==> src/rtl/hazard_scoreboard.sv <==
// Per-register countdown scoreboard hazard unit: RAW/WAW/branch/writeback-port stalls
// plus D- and E-stage forwarding selects for NSRC source operands.
module hazard_scoreboard #(
  parameter int REGW   = 5,
  parameter int NSRC   = 3,
  parameter int MAXLAT = 8,
  parameter int CNTW   = $clog2(MAXLAT + 1)
) (
  input  logic                     clk,
  input  logic                     rstn,
  input  logic [NSRC*(REGW+2)-1:0] src_tag_d,
  input  logic [NSRC-1:0]          src_vld_d,
  input  logic [NSRC*(REGW+2)-1:0] src_tag_e,
  input  logic [NSRC-1:0]          src_vld_e,
  input  logic                     issue_vld,
  input  logic [REGW+1:0]          dst_tag_d,
  input  logic                     dst_vld_d,
  input  logic [CNTW-1:0]          lat_d,
  input  logic                     branch_d,
  input  logic [REGW+1:0]          wtag_e,
  input  logic [REGW+1:0]          wtag_m,
  input  logic [REGW+1:0]          wtag_w,
  input  logic                     wen_e,
  input  logic                     wen_m,
  input  logic                     wen_w,
  input  logic                     flush,
  input  logic                     stall_ext,
  output logic                     stall,
  output logic [NSRC*2-1:0]        fwd_d,
  output logic [NSRC*2-1:0]        fwd_e,
  output logic                     busy
);

  localparam int TW   = REGW + 2;
  localparam int IW   = REGW + 1;
  localparam int NENT = 2 ** IW;
  localparam int RSVW = MAXLAT + 2;
  localparam logic [CNTW-1:0] LMAX = CNTW'(MAXLAT);

  // Only banks 00/01 are tracked, and int r0 is hardwired so it never participates.
  function automatic logic tag_ok(input logic [TW-1:0] tag);
    return (tag[TW-1] == 1'b0) && (tag != '0);
  endfunction

  function automatic logic [IW-1:0] tag_idx(input logic [TW-1:0] tag);
    return tag[IW-1:0];
  endfunction

  function automatic logic [1:0] fwd_sel(
    input logic          vld,
    input logic [TW-1:0] tag,
    input logic [TW-1:0] tag_m,
    input logic          en_m,
    input logic [TW-1:0] tag_w,
    input logic          en_w
  );
    logic [1:0] sel;
    sel = 2'b00;
    if (vld && tag_ok(tag)) begin
      if (en_m && (tag == tag_m)) begin
        sel = 2'b10;
      end else if (en_w && (tag == tag_w)) begin
        sel = 2'b01;
      end
    end
    return sel;
  endfunction

  logic [CNTW-1:0] cnt [NENT];
  logic [RSVW-1:0] rsv;
  logic [NENT-1:0] cnt_nz;

  logic [CNTW-1:0] lat_sat;
  logic [RSVW-1:0] rsv_sh;
  logic [CNTW-1:0] dst_cnt;
  logic [NSRC-1:0] src_busy;
  logic [NSRC-1:0] src_hit_e;
  logic            raw_stall;
  logic            br_stall;
  logic            waw_stall;
  logic            wb_stall;
  logic            issue;
  logic            load_en;
  logic [IW-1:0]   load_idx;

  always_comb begin
    lat_sat = (lat_d > LMAX) ? LMAX : lat_d;
  end

  for (genvar s = 0; s < NSRC; s++) begin : g_src
    logic [TW-1:0] td;
    logic [TW-1:0] te;

    always_comb begin
      td = src_tag_d[s*TW +: TW];
      te = src_tag_e[s*TW +: TW];
    end

    always_comb begin
      src_busy[s]  = src_vld_d[s] && tag_ok(td) && (cnt[tag_idx(td)] != '0);
      src_hit_e[s] = src_vld_d[s] && tag_ok(td) && wen_e && (td == wtag_e);
      fwd_d[2*s +: 2] = fwd_sel(src_vld_d[s], td, wtag_m, wen_m, wtag_w, wen_w);
      fwd_e[2*s +: 2] = fwd_sel(src_vld_e[s], te, wtag_m, wen_m, wtag_w, wen_w);
    end
  end

  always_comb begin
    dst_cnt   = tag_ok(dst_tag_d) ? cnt[tag_idx(dst_tag_d)] : '0;
    // rsv[L+1] via a shift so the index never overflows CNTW bits.
    rsv_sh    = rsv >> lat_sat;
    raw_stall = |src_busy;
    br_stall  = branch_d && (|src_hit_e);
    waw_stall = dst_vld_d && (dst_cnt > lat_sat);
    wb_stall  = dst_vld_d && rsv_sh[1];
    stall     = (issue_vld && (raw_stall || br_stall || waw_stall || wb_stall)) || stall_ext;
    issue     = issue_vld && !stall && !flush;
    load_en   = issue && dst_vld_d && (lat_sat != '0) && tag_ok(dst_tag_d);
    load_idx  = tag_idx(dst_tag_d);
    busy      = |cnt_nz;
  end

  for (genvar e = 0; e < NENT; e++) begin : g_cnt
    always_comb begin
      cnt_nz[e] = (cnt[e] != '0);
    end

    always_ff @(posedge clk) begin
      if (!rstn) begin
        cnt[e] <= '0;
      end else if (load_en && (load_idx == IW'(e))) begin
        cnt[e] <= lat_sat;
      end else if (cnt_nz[e]) begin
        cnt[e] <= cnt[e] - 1'b1;
      end
    end
  end

  always_ff @(posedge clk) begin
    if (!rstn) begin
      rsv <= '0;
    end else begin
      rsv <= (rsv >> 1) | ((issue && dst_vld_d) ? (RSVW'(1) << lat_sat) : '0);
    end
  end

endmodule

==> config.mk <==
export PLATFORM = sky130hd
export DESIGN_NAME = hazard_scoreboard
export DESIGN_NICKNAME = d
export VERILOG_FILES = /design/src/rtl/hazard_scoreboard.sv
export SDC_FILE = /design/constraint.sdc
export NUM_CORES = 1
export LEC_CHECK = 0
export BUFFER_PORTS_ARGS = -buffer_cell sky130_fd_sc_hd__buf_2
export CELL_PAD_IN_SITES_DETAIL_PLACEMENT = 0
export CELL_PAD_IN_SITES_GLOBAL_PLACEMENT = 1
export CORE_MARGIN = 4
export CORE_UTILIZATION = 45
export DETAILED_ROUTE_END_ITERATION = 10
export GPL_TIMING_DRIVEN = 0
export PLACE_DENSITY = 0.8
export SYNTH_ARGS = -nofsm -noshare
export SYNTH_HDL_FRONTEND = slang
export SYNTH_SLANG_ARGS = --single-unit
==> constraint.sdc <==
create_clock -name clk -period 5.3 [get_ports clk]
set_input_delay 0.265 -clock clk [delete_from_list [all_inputs] [get_ports clk]]
set_output_delay 0.265 -clock clk [all_outputs]
set_load 0.005 [all_outputs]
==> results of run 1 <==
[worst max-delay path by stage]
stage                           endpoint                 start  slack [ns]
floorplan           cnt[16][0]$_DFFE_PP_          dst_tag_d[0]        0.09
global placement    cnt[34][0]$_DFFE_PP_          dst_tag_d[0]       -2.50
detailed placement   cnt[8][2]$_DFFE_PP_          dst_tag_d[0]       -2.47
CTS                                stall  cnt[36][1]$_DFFE_PP_       -0.11
global route                       stall  cnt[42][1]$_DFFE_PP_       -0.23
finish                             stall  cnt[35][2]$_DFFE_PP_       -0.25
[Yosys cell counts (all sizes together) (39+ instances only)]
cell type / instances / area [µm²]
nand2: 262 / 991
edfxtp: 256 / 7690
mux2i: 237 / 2370
inv: 146 / 548
nor2: 144 / 541
nor3: 117 / 591
mux4: 113 / 2540
clkbuf: 102 / 383
nand4: 94 / 772
buf: 80 / 428
nor4: 76 / 475
ha: 68 / 851
xnor2: 66 / 578
o22ai: 64 / 400
nand3: 55 / 285
o21ai: 54 / 274
or3: 53 / 332
a21oi: 51 / 255
o211ai: 39 / 293
[report_power, final]
part | leakage [µW] | switching (µW) | internal (µW)
registers | 0.00295 | 1350 | 3640
clock network | 0.000522 | 1020 | 1330
logic | 0.00688 | 4360 | 3100
total | 0.0104 | 6720 | 8070
[area by class of cell]
class | instances | area (µm²)
antenna | 5 | 12.5
buffer | 179 | 906
clock buffer | 46 | 960
clock inverter | 16 | 113
fill | 4912 | 25700
inverter | 146 | 548
multi-input combinational | 1891 | 14900
sequential | 265 | 7870
tap | 688 | 861
timing repair buffer | 125 | 758
[through the flow]
step,util,hold slack [ns]
final,0.512,0.130
after global routing,0.511,0.152
after CTS,0.507,0.113
after detailed placement,0.480,0.454
after global placement,0.479,0.445
after floorplan,-,0.424
[kinds of logic after synthesis]
family          count (synthesis)  share of synthesized area
buf+inv                       328                     0.0566
other cells                     1                   0.000156
xor+xnor                      101                     0.0368
fa+ha+maj                      68                     0.0354
flops                         265                      0.328
mux                           357                      0.208
compound gates                372                      0.110
simple gates                  992                      0.226
[layer usage]
layer | share of wire | track usage | vias up | wire length (µm)
li1 | - | - | 9905 | -
met1 | 0.37 | 0.489 | 11500 | 41600
met2 | 0.43 | 0.562 | 1865 | 47500
met3 | 0.13 | 0.109 | 433 | 14800
met4 | 0.067 | 0.204 | 6 | 7470
met5 | 0.00034 | 0 | - | 38
[flip-flops by register name, indices dropped and copies added, names as in the netlist]
name / flops
rsv: 9
cnt: 256
[critical path, stage by stage, from the launching register on]
cell,delay (ns)
edfxtp_1,0.51
mux4_2,0.53
mux4_2,0.57
mux4_2,0.53
and2_1,0.20
ha_1,0.31
and4_1,0.23
a21oi_2,0.06
o31ai_4,0.35
o211ai_1,0.14
and4bb_4,0.42
and2_4,0.20
buf_6,0.11
buf_12,0.10
buf_12,0.10
nand2_8,0.05
a21o_1,0.16
buf_2,0.12
[repair_timing]
item | in CTS | in global routing
buffers inserted | 38 | 14
endpoints found under the setup margin | 513 | 371
pin swaps | 7 | 5
resized for setup | 62 | 49
==> reports/qor.txt, run 1 <==
# port buffers -> 72
EDFF count, synth -> 256
largest net degree at the start of global routing -> 12
crit-path max FO -> 5
worst slew pin tran -> 1.41 ns
initial antenna violation count -> 5
routed wire length -> 111000 µm
Routed WL per cell -> 33.2 µm
fin. max-slew vios -> 0
ys flop type -> edfxtp_1
crit start category -> flip-flop
Overall Global Routing Usage -> 0.374
CP endpoint kind -> output pin
WHS Path Cells -> 3
Syn-to-layout area delta -> 12.2%
Reg2Reg Setup Slack -> -0.23 ns
# hold bufs at CTS -> 0
Core Area -> 52700 µm²
Finished Layout Cells -> 3361
asr flop ratio synth -> 0
crit path kind -> reg -> out
critical path arrival -> 5.29 ns
critical hold path startpoint -> lat_d[1]
Ys Warns -> 0
CTS tree -> yes
Die Wd -> 239 µm
Final period util -> 1.05
Placement Rows -> 84
DRC -> 0
CTS Buf Count -> 36
Yosys reg bits -> 265
initial core utilization -> 0.456
final worst setup slack -> -0.253 ns
Clk pin slew, worst setup/hold paths -> 0.06 ns
final setup fails -> 154
share of layout cells above drive strength 1 -> 0.163
vias per inst -> 7.06
status -> finished with violations
worst r2r src -> cnt[35][2]$_DFFE_PP_
dpl cells -> 3245
skew final -> 0.0299 ns
Seq/Total Area, Yosys -> 0.328
setup TNS -> -12.81 ns
Post-Syn Instances -> 2484
Total Power -> 14800 µW
max_cap viols -> 0
R2R cell count -> 17
total grt overflow -> 0
placed cell areas -> 25200 µm²
post-layout instance area -> 26900 µm²
via count -> 23700
Ports -> 104
Bufs on Longest Clock Path -> 3
post-route ant nets -> 0
Min-Delay Endpoint -> rsv[4]$_SDFF_PN0_
Die Span Y -> 239 µm
failing checks -> setup timing
final hold vios -> 0
die area -> 57100 µm²
DP Worst Slack -> -2.47 ns
Tmin final -> 5.55 ns
Max-slew headroom -> 0.0617
Detailed Routing Iterations Pass 1 -> 6
HPWL after DPL -> 83600 µm
worst r2r dst -> cnt[27][1]$_DFFE_PP_
Highest Clock Rate -> 180 MHz
pwr dens -> 549 nW/µm²
Peak VDD IR -> 0.287 mV
area of the mapped netlist -> 24000 µm²
Worst Hold Class -> in -> reg
H-tree Lvls -> 2
Initial DRC Count -> 3998
Syn Area/Cell -> 9.67 µm²
most common cell after layout, fill and taps aside -> nand2_1
vias in the first global route -> 22400
post-synthesis net count -> 2642
Lkg Pwr -> 0.0104 µW
root buffer cell -> clkbuf_16
gp weighted congestion -> 1.05
Worst EP required -> 5.04 ns
TritonCTS sink count -> 265
first-pass GRT wire length -> 157000 µm
clk_lat worst skew -> 0.58 ns
Final nets -> 2802
Distinct cells, synth -> 81
most frequent cells in the layout -> 261 x nand2_1, 256 x edfxtp_1, 237 x mux2i_1
RSZ-0062 raised after global routing -> true
(Power assumes the default switching activity.)
==> inputs of run 2 (changes only) <==
--- a/config.mk
+++ b/config.mk
@@ -13,6 +13,7 @@
 export DETAILED_ROUTE_END_ITERATION = 10
 export GPL_TIMING_DRIVEN = 0
 export PLACE_DENSITY = 0.8
+export RECOVER_POWER = 50
 export SYNTH_ARGS = -nofsm -noshare
 export SYNTH_HDL_FRONTEND = slang
 export SYNTH_SLANG_ARGS = --single-unit
==> run 2 against run 1 <==
  * The flow still finishes with violations (setup timing)
  * Sequential power about the same
  * First-iteration DRC count down 2.5%
  * Design area about the same
  * Sequential cell count unchanged
  * Critical path type unchanged
  * Largest cell class unchanged
  * Largest power group unchanged
==> reports/qor.txt, run 2 (same netlist as run 1, synthesis figures left out) <==
Syn-to-layout area delta -> 12.2%
Top Registers -> cnt: 256 flops, rsv: 9 flops
TritonCTS sink count -> 265
placed cell areas -> 25200 µm²
final worst setup slack -> -0.259 ns
via count -> 23800
Reg with most FFs -> cnt
Core Area -> 52700 µm²
Placement Rows -> 84
setup TNS -> -14.26 ns
crit path kind -> reg -> out
clk_lat worst skew -> 0.59 ns
total grt overflow -> 0
Highest Clock Rate -> 180 MHz
failing checks -> setup timing
first-pass GRT wire length -> 157000 µm
vias per inst -> 7.07
CTS tree -> yes
CP endpoint kind -> output pin
Ports -> 104
dpl cells -> 3245
gp weighted congestion -> 1.05
post-layout util -> 0.511
crit start category -> flip-flop
Lkg Pwr -> 0.0103 µW
max_cap viols -> 0
Max-slew headroom -> 0.0679
Overall Global Routing Usage -> 0.374
routed wire length -> 112000 µm
Tmin final -> 5.56 ns
final hold vios -> 0
RSZ-0062 raised after global routing -> true
Initial DRC Count -> 3900
Worst EP required -> 5.04 ns
Finished Layout Cells -> 3363
status -> finished with violations
most frequent cells in the layout -> 261 x nand2_1, 256 x edfxtp_1, 237 x mux2i_1
die area -> 57100 µm²
Final nets -> 2802
fill cell count -> 4925
# port buffers -> 72
Largest register FFs -> 256
H-tree Lvls -> 2
Bufs on Longest Clock Path -> 3
HPWL after DPL -> 83600 µm
fin. max-slew vios -> 0
root buffer cell -> clkbuf_16
Routed WL per cell -> 33.2 µm
skew final -> 0.0378 ns
crit-path max FO -> 4
Die Span Y -> 239 µm
DRC -> 0
initial core utilization -> 0.456
worst slew pin tran -> 1.40 ns
CTS Buf Count -> 36
Die Wd -> 239 µm
Peak VDD IR -> 0.285 mV
WHS -> 0.129 ns
most common cell after layout, fill and taps aside -> nand2_1
initial antenna violation count -> 5
post-layout instance area -> 26900 µm²
critical path arrival -> 5.29 ns
largest net degree at the start of global routing -> 12
Final period util -> 1.05
share of layout cells above drive strength 1 -> 0.159
Clk pin slew, worst setup/hold paths -> 0.06 ns
vias in the first global route -> 22400
Detailed Routing Iterations Pass 1 -> 6
final setup fails -> 156
post-route ant nets -> 0
Worst Hold Class -> in -> reg
pwr dens -> 549 nW/µm²
[run 2: worst max-delay path, cell delays in order (launching register included)]
cell and delay [ns]:
edfxtp_1 0.50, mux4_2 0.52, mux4_2 0.57, mux4_2 0.53, and2_4 0.19, ha_4 0.21, nor2b_4 0.12, o211ai_1 0.22
a21oi_2 0.11, o31ai_4 0.36, o211ai_1 0.15, and4bb_4 0.42, and2_4 0.20, buf_6 0.11, buf_12 0.10, buf_12 0.10
nand2_8 0.05, a21o_1 0.16, buf_2 0.12
[run 2: timing repair]
action,CTS,global route
resized for setup,62,49
buffers inserted,38,14
pin swaps,7,5
setup endpoints to repair,513,371
hold buffers,0,0
[run 2: per-stage QoR]
step	total power, µW	worst slack, ns
floorplan	9390	0.0894
global placement	11500	-2.50
detailed placement	11800	-2.47
CTS	14400	-0.107
global route	15400	-0.232
finish	14800	-0.259
[run 2: path summary, 6_finish.rpt]
check / end / slack (ns) / from / cells past startpoint
setup reg to reg: cnt[27][1]$_DFFE_PP_ / -0.24 / cnt[51][1]$_DFFE_PP_ / 18
hold reg to reg: rsv[5]$_SDFF_PN0_ / 0.47 / rsv[6]$_SDFF_PN0_ / 2
hold / removal: rsv[4]$_SDFF_PN0_ / 0.13 / lat_d[1] / 3
setup / recovery: stall / -0.26 / cnt[51][1]$_DFFE_PP_ / 18
[run 2: per-layer routing]
layer	global-route usage	up-vias	wire length (µm)
met4	0.204	6	7340
met2	0.562	1857	47700
met1	0.489	11600	41900
li1	-	9913	-
met3	0.109	410	14600
met5	0	-	45
[run 2: cell type report]
cell class                 instances  area, µm²  share of cell area
sequential                       265       7870               0.292
multi-input combinational       1891      14900               0.554
clock inverter                    16        113             0.00418
tap                              688        861              0.0320
buffer                           179        898              0.0334
inverter                         146        548              0.0203
timing repair buffer             125        748              0.0278
clock buffer                      46        960              0.0356
antenna                            7       17.5            0.000650
[run 2: where the power goes]
part	switching, µW	leakage, µW	internal, µW
combinational	4350	0.00683	3100
sequential	1350	0.00295	3640
clock	1020	0.000522	1330
